<file path="config.mk">
export PLATFORM = sky130hd
export DESIGN_NAME = fcs_frame_sequencer_flat
export DESIGN_NICKNAME = d
export VERILOG_FILES = /design/src/rtl/fcs_frame_sequencer_if.sv /design/src/rtl/fcs_frame_sequencer.sv /design/src/flat_wrapper.sv
export SDC_FILE = /design/constraint.sdc
export NUM_CORES = 1
export LEC_CHECK = 0
export BUFFER_PORTS_ARGS = -buffer_cell sky130_fd_sc_hd__clkbuf_2
export CORE_ASPECT_RATIO = 1.75
export CORE_MARGIN = 2
export CORE_UTILIZATION = 53
export DETAILED_ROUTE_END_ITERATION = 6
export HOLD_SLACK_MARGIN = 0.05
export PLACE_DENSITY_LB_ADDON = 0.3
export SYNTH_ARGS = -nofsm -noshare
export SYNTH_HDL_FRONTEND = slang
export SYNTH_SLANG_ARGS = --single-unit
export TNS_END_PERCENT = 30
</file>
<file path="constraint.sdc">
create_clock -name clk -period 3.1 [get_ports clk]
set_input_delay 0.465 -clock clk [delete_from_list [all_inputs] [get_ports clk]]
set_output_delay 0.465 -clock clk [all_outputs]
set_load 0.05 [all_outputs]
</file>
<file path="src/rtl/fcs_frame_sequencer_if.sv">
// Bundle between the frame sequencer, the packet builder, the frame RAM,
// the external CRC32 engine and the TX MAC.
interface fcs_frame_sequencer_if #(
    parameter int ADDR_W = 11
);
    logic              start;
    logic [ADDR_W-1:0] frame_len;
    logic              busy;
    logic              len_err;
    logic [ADDR_W-1:0] ram_addr;
    logic [7:0]        ram_data;
    logic              crc_init;
    logic              crc_en;
    logic [7:0]        crc_byte;
    logic [31:0]       crc_value;
    logic              out_valid;
    logic              out_ready;
    logic [7:0]        out_byte;
    logic              out_last;
    logic              done;

    // Sequencer side.
    modport slave (
        input  start, frame_len, ram_data, crc_value, out_ready,
        output busy, len_err, ram_addr, crc_init, crc_en, crc_byte,
               out_valid, out_byte, out_last, done
    );

    // Environment side: packet builder, RAM, CRC engine and MAC.
    modport master (
        output start, frame_len, ram_data, crc_value, out_ready,
        input  busy, len_err, ram_addr, crc_init, crc_en, crc_byte,
               out_valid, out_byte, out_last, done
    );
endinterface

</file>
<file path="src/rtl/fcs_frame_sequencer.sv">
// Streams one frame from the frame RAM to the MAC, feeding the external CRC32
// engine in lockstep, then appends the four FCS bytes LSB first.
module fcs_frame_sequencer #(
    parameter int ADDR_W  = 11,
    parameter int MIN_LEN = 60,
    parameter int MAX_LEN = 1514,
    parameter int CRC_LAT = 1
) (
    input  logic                 clk,
    input  logic                 reset,
    fcs_frame_sequencer_if.slave bus,
    output logic [2:0]           dbg_state
);
    typedef enum logic [2:0] {
        IDLE  = 3'd0,
        LOAD  = 3'd1,
        DATA  = 3'd2,
        CWAIT = 3'd3,
        FCS   = 3'd4
    } state_t;

    state_t            state, state_nxt;
    logic [ADDR_W-1:0] idx, idx_nxt;
    logic [ADDR_W-1:0] len, len_nxt;
    logic [31:0]       fcs_reg, fcs_nxt;
    logic              len_err_q, len_err_nxt;
    logic              done_q, done_nxt;
    logic              len_ok;
    logic              acc;

    // Handshake: a byte moves to the MAC in any cycle with out_valid & out_ready;
    // while out_valid & !out_ready, out_byte and out_last stay unchanged.
    assign bus.out_valid = (state == DATA) || (state == FCS);
    assign acc           = bus.out_valid && bus.out_ready;
    assign bus.crc_en    = acc && (state == DATA);
    assign bus.crc_byte  = bus.out_byte;
    assign bus.busy      = (state != IDLE);
    assign bus.len_err   = len_err_q;
    assign bus.done      = done_q;
    assign dbg_state     = state;

    assign len_ok = (bus.frame_len >= ADDR_W'(MIN_LEN)) &&
                    (bus.frame_len <= ADDR_W'(MAX_LEN));

    always_ff @(posedge clk) begin
        if (reset) begin
            state     <= IDLE;
            idx       <= '0;
            len       <= '0;
            fcs_reg   <= '0;
            len_err_q <= 1'b0;
            done_q    <= 1'b0;
        end else begin
            state     <= state_nxt;
            idx       <= idx_nxt;
            len       <= len_nxt;
            fcs_reg   <= fcs_nxt;
            len_err_q <= len_err_nxt;
            done_q    <= done_nxt;
        end
    end

    always_comb begin
        state_nxt    = state;
        idx_nxt      = idx;
        len_nxt      = len;
        fcs_nxt      = fcs_reg;
        len_err_nxt  = 1'b0;
        done_nxt     = 1'b0;
        bus.ram_addr = '0;
        bus.crc_init = 1'b0;
        bus.out_byte = '0;
        bus.out_last = 1'b0;

        case (state)
            IDLE: begin
                if (bus.start) begin
                    if (len_ok) begin
                        state_nxt = LOAD;
                        len_nxt   = bus.frame_len;
                        idx_nxt   = '0;
                    end else begin
                        len_err_nxt = 1'b1;
                    end
                end
            end
            LOAD: begin
                bus.crc_init = 1'b1;
                state_nxt    = DATA;
            end
            DATA: begin
                bus.out_byte = bus.ram_data;
                // Prefetch the next address only on acceptance so ram_data tracks idx.
                bus.ram_addr = idx + ADDR_W'(acc);
                if (acc) begin
                    if (idx == len - ADDR_W'(1)) begin
                        state_nxt = CWAIT;
                        idx_nxt   = '0;
                    end else begin
                        idx_nxt = idx + ADDR_W'(1);
                    end
                end
            end
            CWAIT: begin
                // idx doubles as the CRC settle counter here.
                if (idx == ADDR_W'(CRC_LAT - 1)) begin
                    fcs_nxt   = bus.crc_value;
                    idx_nxt   = '0;
                    state_nxt = FCS;
                end else begin
                    idx_nxt = idx + ADDR_W'(1);
                end
            end
            FCS: begin
                case (idx[1:0])
                    2'd0:    bus.out_byte = fcs_reg[7:0];
                    2'd1:    bus.out_byte = fcs_reg[15:8];
                    2'd2:    bus.out_byte = fcs_reg[23:16];
                    default: bus.out_byte = fcs_reg[31:24];
                endcase
                bus.out_last = (idx[1:0] == 2'd3);
                if (acc) begin
                    if (idx[1:0] == 2'd3) begin
                        state_nxt = IDLE;
                        idx_nxt   = '0;
                        done_nxt  = 1'b1;
                    end else begin
                        idx_nxt = idx + ADDR_W'(1);
                    end
                end
            end
            default: state_nxt = IDLE;
        endcase
    end
endmodule
</file>
<file path="src/flat_wrapper.sv">
// flat-port wrapper written by rule: the top's interface ports become plain ports
module fcs_frame_sequencer_flat 
#(
    parameter int ADDR_W  = 11,
    parameter int MIN_LEN = 60,
    parameter int MAX_LEN = 1514,
    parameter int CRC_LAT = 1
)
  (clk, reset, dbg_state, bus_start, bus_frame_len, bus_ram_data, bus_crc_value, bus_out_ready, bus_busy, bus_len_err, bus_ram_addr, bus_crc_init, bus_crc_en, bus_crc_byte, bus_out_valid, bus_out_byte, bus_out_last, bus_done);
  fcs_frame_sequencer_if #(.ADDR_W(ADDR_W)) bus_i ();
  input  logic clk;
  input  logic reset;
  output logic [2:0] dbg_state;
  input wire logic [$bits(bus_i.start)-1:0] bus_start;
  input wire logic [$bits(bus_i.frame_len)-1:0] bus_frame_len;
  input wire logic [$bits(bus_i.ram_data)-1:0] bus_ram_data;
  input wire logic [$bits(bus_i.crc_value)-1:0] bus_crc_value;
  input wire logic [$bits(bus_i.out_ready)-1:0] bus_out_ready;
  output wire logic [$bits(bus_i.busy)-1:0] bus_busy;
  output wire logic [$bits(bus_i.len_err)-1:0] bus_len_err;
  output wire logic [$bits(bus_i.ram_addr)-1:0] bus_ram_addr;
  output wire logic [$bits(bus_i.crc_init)-1:0] bus_crc_init;
  output wire logic [$bits(bus_i.crc_en)-1:0] bus_crc_en;
  output wire logic [$bits(bus_i.crc_byte)-1:0] bus_crc_byte;
  output wire logic [$bits(bus_i.out_valid)-1:0] bus_out_valid;
  output wire logic [$bits(bus_i.out_byte)-1:0] bus_out_byte;
  output wire logic [$bits(bus_i.out_last)-1:0] bus_out_last;
  output wire logic [$bits(bus_i.done)-1:0] bus_done;
  assign bus_i.start = bus_start;
  assign bus_i.frame_len = bus_frame_len;
  assign bus_i.ram_data = bus_ram_data;
  assign bus_i.crc_value = bus_crc_value;
  assign bus_i.out_ready = bus_out_ready;
  assign bus_busy = bus_i.busy;
  assign bus_len_err = bus_i.len_err;
  assign bus_ram_addr = bus_i.ram_addr;
  assign bus_crc_init = bus_i.crc_init;
  assign bus_crc_en = bus_i.crc_en;
  assign bus_crc_byte = bus_i.crc_byte;
  assign bus_out_valid = bus_i.out_valid;
  assign bus_out_byte = bus_i.out_byte;
  assign bus_out_last = bus_i.out_last;
  assign bus_done = bus_i.done;
  fcs_frame_sequencer #(.ADDR_W(ADDR_W), .MIN_LEN(MIN_LEN), .MAX_LEN(MAX_LEN), .CRC_LAT(CRC_LAT)) u_core (.clk(clk), .reset(reset), .bus(bus_i), .dbg_state(dbg_state));
endmodule
</file>
==> flow_summary.yaml <==
sta:
  slew_viol_final: 0
  finalSetupViolCount: 0
  slew_headroom_pct: 58.6
  fin_skew_ps: 4.94
  rsz0062_at_grt: "true"
  worst_hold_slack_ps: 350
  setup-tns-final_ps: 0
  min_period_ps: 3030
  worst_slew_pin_slew_ps: 622
  fmax_mhz: 330
  fin_crit_sh_pct: 97.6
  finalHoldViolCount: 0
setup_path:
  setup.worst_path.start: "u_core.dbg_state[0]$_SDFFE_PP0P_"
  ff2ff_path_depth: 9
  worstPathArrival_ps: 2560
  required_ps: 2630
  rr_endpoint: "u_core.dbg_state[0]$_SDFFE_PP0P_"
  r2r-start: "u_core.len[0]$_SDFFE_PP0P_"
  cp-end-kind: "primary output"
  cp_max_fo: 10
  ff2ff_setup_slack_ps: 180
  start_kind: "flop"
  critPathKind: "reg -> out"
detailed_routing:
  drt_iter0_markers: 289
  wl_um: 10200
  routedWlPerCell_um: 16.5
  route.vias.total: 3647
  via_per_inst: 5.90
  drc_errors: 0
  drt_first_pass_iters: 7
  postRouteAntennaNets: 0
layout:
  fill_cells: 587
  nets: 594
  diodes: 0
  syn_to_final_growth_pct: 27.8
  fin_util_pct: 69.0
  layout-drive-gt1-share_pct: 28.4
  layoutNonFillerInstCount: 618
  largest_reg_flops: 32
worst_hold_path:
  whs_endpoint: "u_core.fcs_reg[31]$_SDFFE_PP0P_"
  min_delay_path_depth: 3
  hp-start: "bus_crc_value[31]"
  hp-class: "in -> reg"
synthesis:
  synth_area_leader_cell: "dfxtp_1"
  synth_fp_nets: 523
  yosys-top-cells-area: "dfxtp_1 (34%), nand2_1 (9.9%), a21oi_1 (6.0%)"
  postSynthRegisterBits: 59
  syn-cell-area_um2: 3480
  synth_warnings: 0
  ys_types: 57
  yosysTopAreaCellShare_pct: 34.0
  synthesis.instances: 460
  synthFlopType: "dfxtp_1"
  async_reset_ff_share_pct: 0
  syn_avg_cell_area_um2: 7.56
  synth-seq-area-share_pct: 34.0
  synth_edf_count: 0
global_routing:
  grt_overflow: 0
  grt_pass1_wl_um: 16200
  grt_pass1_vias: 3394
  antenna_found_initial: 0
  grt_use_total_pct: 28.8
  grt_max_degree: 53
cts:
  clock_path_buffers: 2
  clk_latency_ps: 330
  cts_tree: "built"
  path_clk_slew_ps: 50
  ctsRootBufferMaster: "clkbuf_16"
  postCtsSetupBuffers: 0
  htreeDepth: 3
  postCtsHoldBufs: 0
  numCtsBuffers: 9
  clock-sinks: 59
status:
  status: "completed"
power:
  max-vdd-ir-drop_mv: 0.439
  power.switching_w: 0.000788
  pwr-share-seq_pct: 34.5
  p_clk_share_pct: 41.8
  p_leak_nw: 1.75
  internal_power_w: 0.00167
  p_comb_share_pct: 23.7
  power_density_nw_per_um2: 554
  p_total_w: 0.00246
  switching_share_pct: 32.0
die:
  start_util_pct: 54.0
  core-area_um2: 6440
  core.rowCount: 39
  die_w_um: 65.2
  die_area_um2: 7250
  pin_count: 92
  fp.dieH_um: 111
place:
  port_buffers: 91
  gp_congestion: 0.870
  hpwl_um: 7300
  placed_cells: 602
flow_run:
  cap_violations: 0
## metrics by stage
stage / cell area (um2) / worst slack (ps)
global placement: 4070 / 335
CTS: 4400 / 8.17
detailed placement: 4070 / 262
finish: 4440 / 73.1
global route: 4440 / -45.2
floorplan: 3520 / -45.3
## cell usage after synthesis, drive strengths merged (3+ instances only)
library cell and n:
a21oi 42, a222oi 8, a22o 8, a32oi 3, and2 7, buf 14, clkbuf 29, dfxtp 59
ha 8, inv 10, mux2i 10, nand2 92, nand3 13, nand3b 3, nand4 5, nor2 37
nor2b 3, nor3 12, nor3b 6, o211ai 4, o21ai 24, or2 4, xnor2 11, xor2 10
## routing by layer
layer	global-route usage [%]	up-vias	routed length [um]
li1	-	1749	-
met1	29.3	1696	3430
met2	52.7	165	5760
met3	7.41	37	680
met4	13.2	0	344
met5	0	-	0
## how the worst max path moves through the flow
stage | endpoint | cells after the start | slack (ps)
2_1_floorplan | bus_ram_addr[8] | 10 | -50
3_3_place_gp | u_core.dbg_state[0]$_SDFFE_PP0P_ | 9 | 340
3_5_place_dp | u_core.dbg_state[0]$_SDFFE_PP0P_ | 9 | 260
4_1_cts | bus_ram_addr[9] | 11 | 8
5_1_grt | bus_ram_addr[10] | 11 | -50
6_report | bus_ram_addr[10] | 11 | 70
## area by class of cell
| cell class | count | area [um2] | share of cell area [%] |
|---|---|---|---|
| inverters | 10 | 37.5 | 0.845 |
| clock inverters | 4 | 47.5 | 1.07 |
| multi-input cells | 348 | 2170 | 48.8 |
| repair buffers | 103 | 636 | 14.3 |
| well taps | 82 | 103 | 2.31 |
| flip-flops and latches | 59 | 1180 | 26.6 |
| clock buffers | 12 | 267 | 6.00 |
## repair_timing
item	in CTS	in global routing
endpoints found under the setup margin	2	10
resized for setup	4	8
pin swaps	1	1
## cells in the final DEF, fill, tap and decap left out, types with 3 or more instances in the layout
cell / count
nand2_1: 92
clkbuf_2: 85
dfxtp_1: 57
a21oi_1: 41
nor2_1: 28
o21ai_0: 23
nand3_1: 12
buf_4: 12
xnor2_1: 11
inv_1: 10
nor3_1: 10
mux2i_1: 10
clkbuf_16: 9
a222oi_1: 8
a22o_1: 8
xor2_1: 8
and2_1: 7
ha_1: 7
nor2_2: 6
buf_12: 6
nor3b_1: 5
nand4_1: 5
o211ai_1: 4
or2_2: 3
nor2_4: 3
nand3b_1: 3
nor2b_1: 3
a32oi_1: 3
clkbuf_8: 3
## critical path, cell delays in order, from the launching register on
cell     delay [ps]
dfxtp_1         400
nor3b_2         240
or2_4           140
and2_1          180
ha_1            200
ha_2            220
nand3_4         110
nor2_4          150
nand3_1         140
xor2_2          200
nor2_4          110
buf_12          140
## logic make-up after synthesis
kind of cell | after synthesis | share of synthesized area (%)
muxes | 10 | 2.88
buffers and inverters | 53 | 6.87
DFF | 59 | 34.0
and+or+nand+nor | 198 | 26.9
AOI/OAI and AO/OA | 111 | 21.2
adders and majority gates | 8 | 2.88
xor gates and xnor gates | 21 | 5.29
## power groups by stage
stage               clock network, W  logic [W]  registers, W
CTS                          0.00103   0.000580      0.000845
floorplan                          0   0.000435      0.000861
detailed placement                 0   0.000575      0.000860
finish                       0.00103   0.000584      0.000849
global route                 0.00107   0.000628      0.000855
global placement                   0   0.000565      0.000857
No activity file was read; power rests on OpenSTA's default activity.
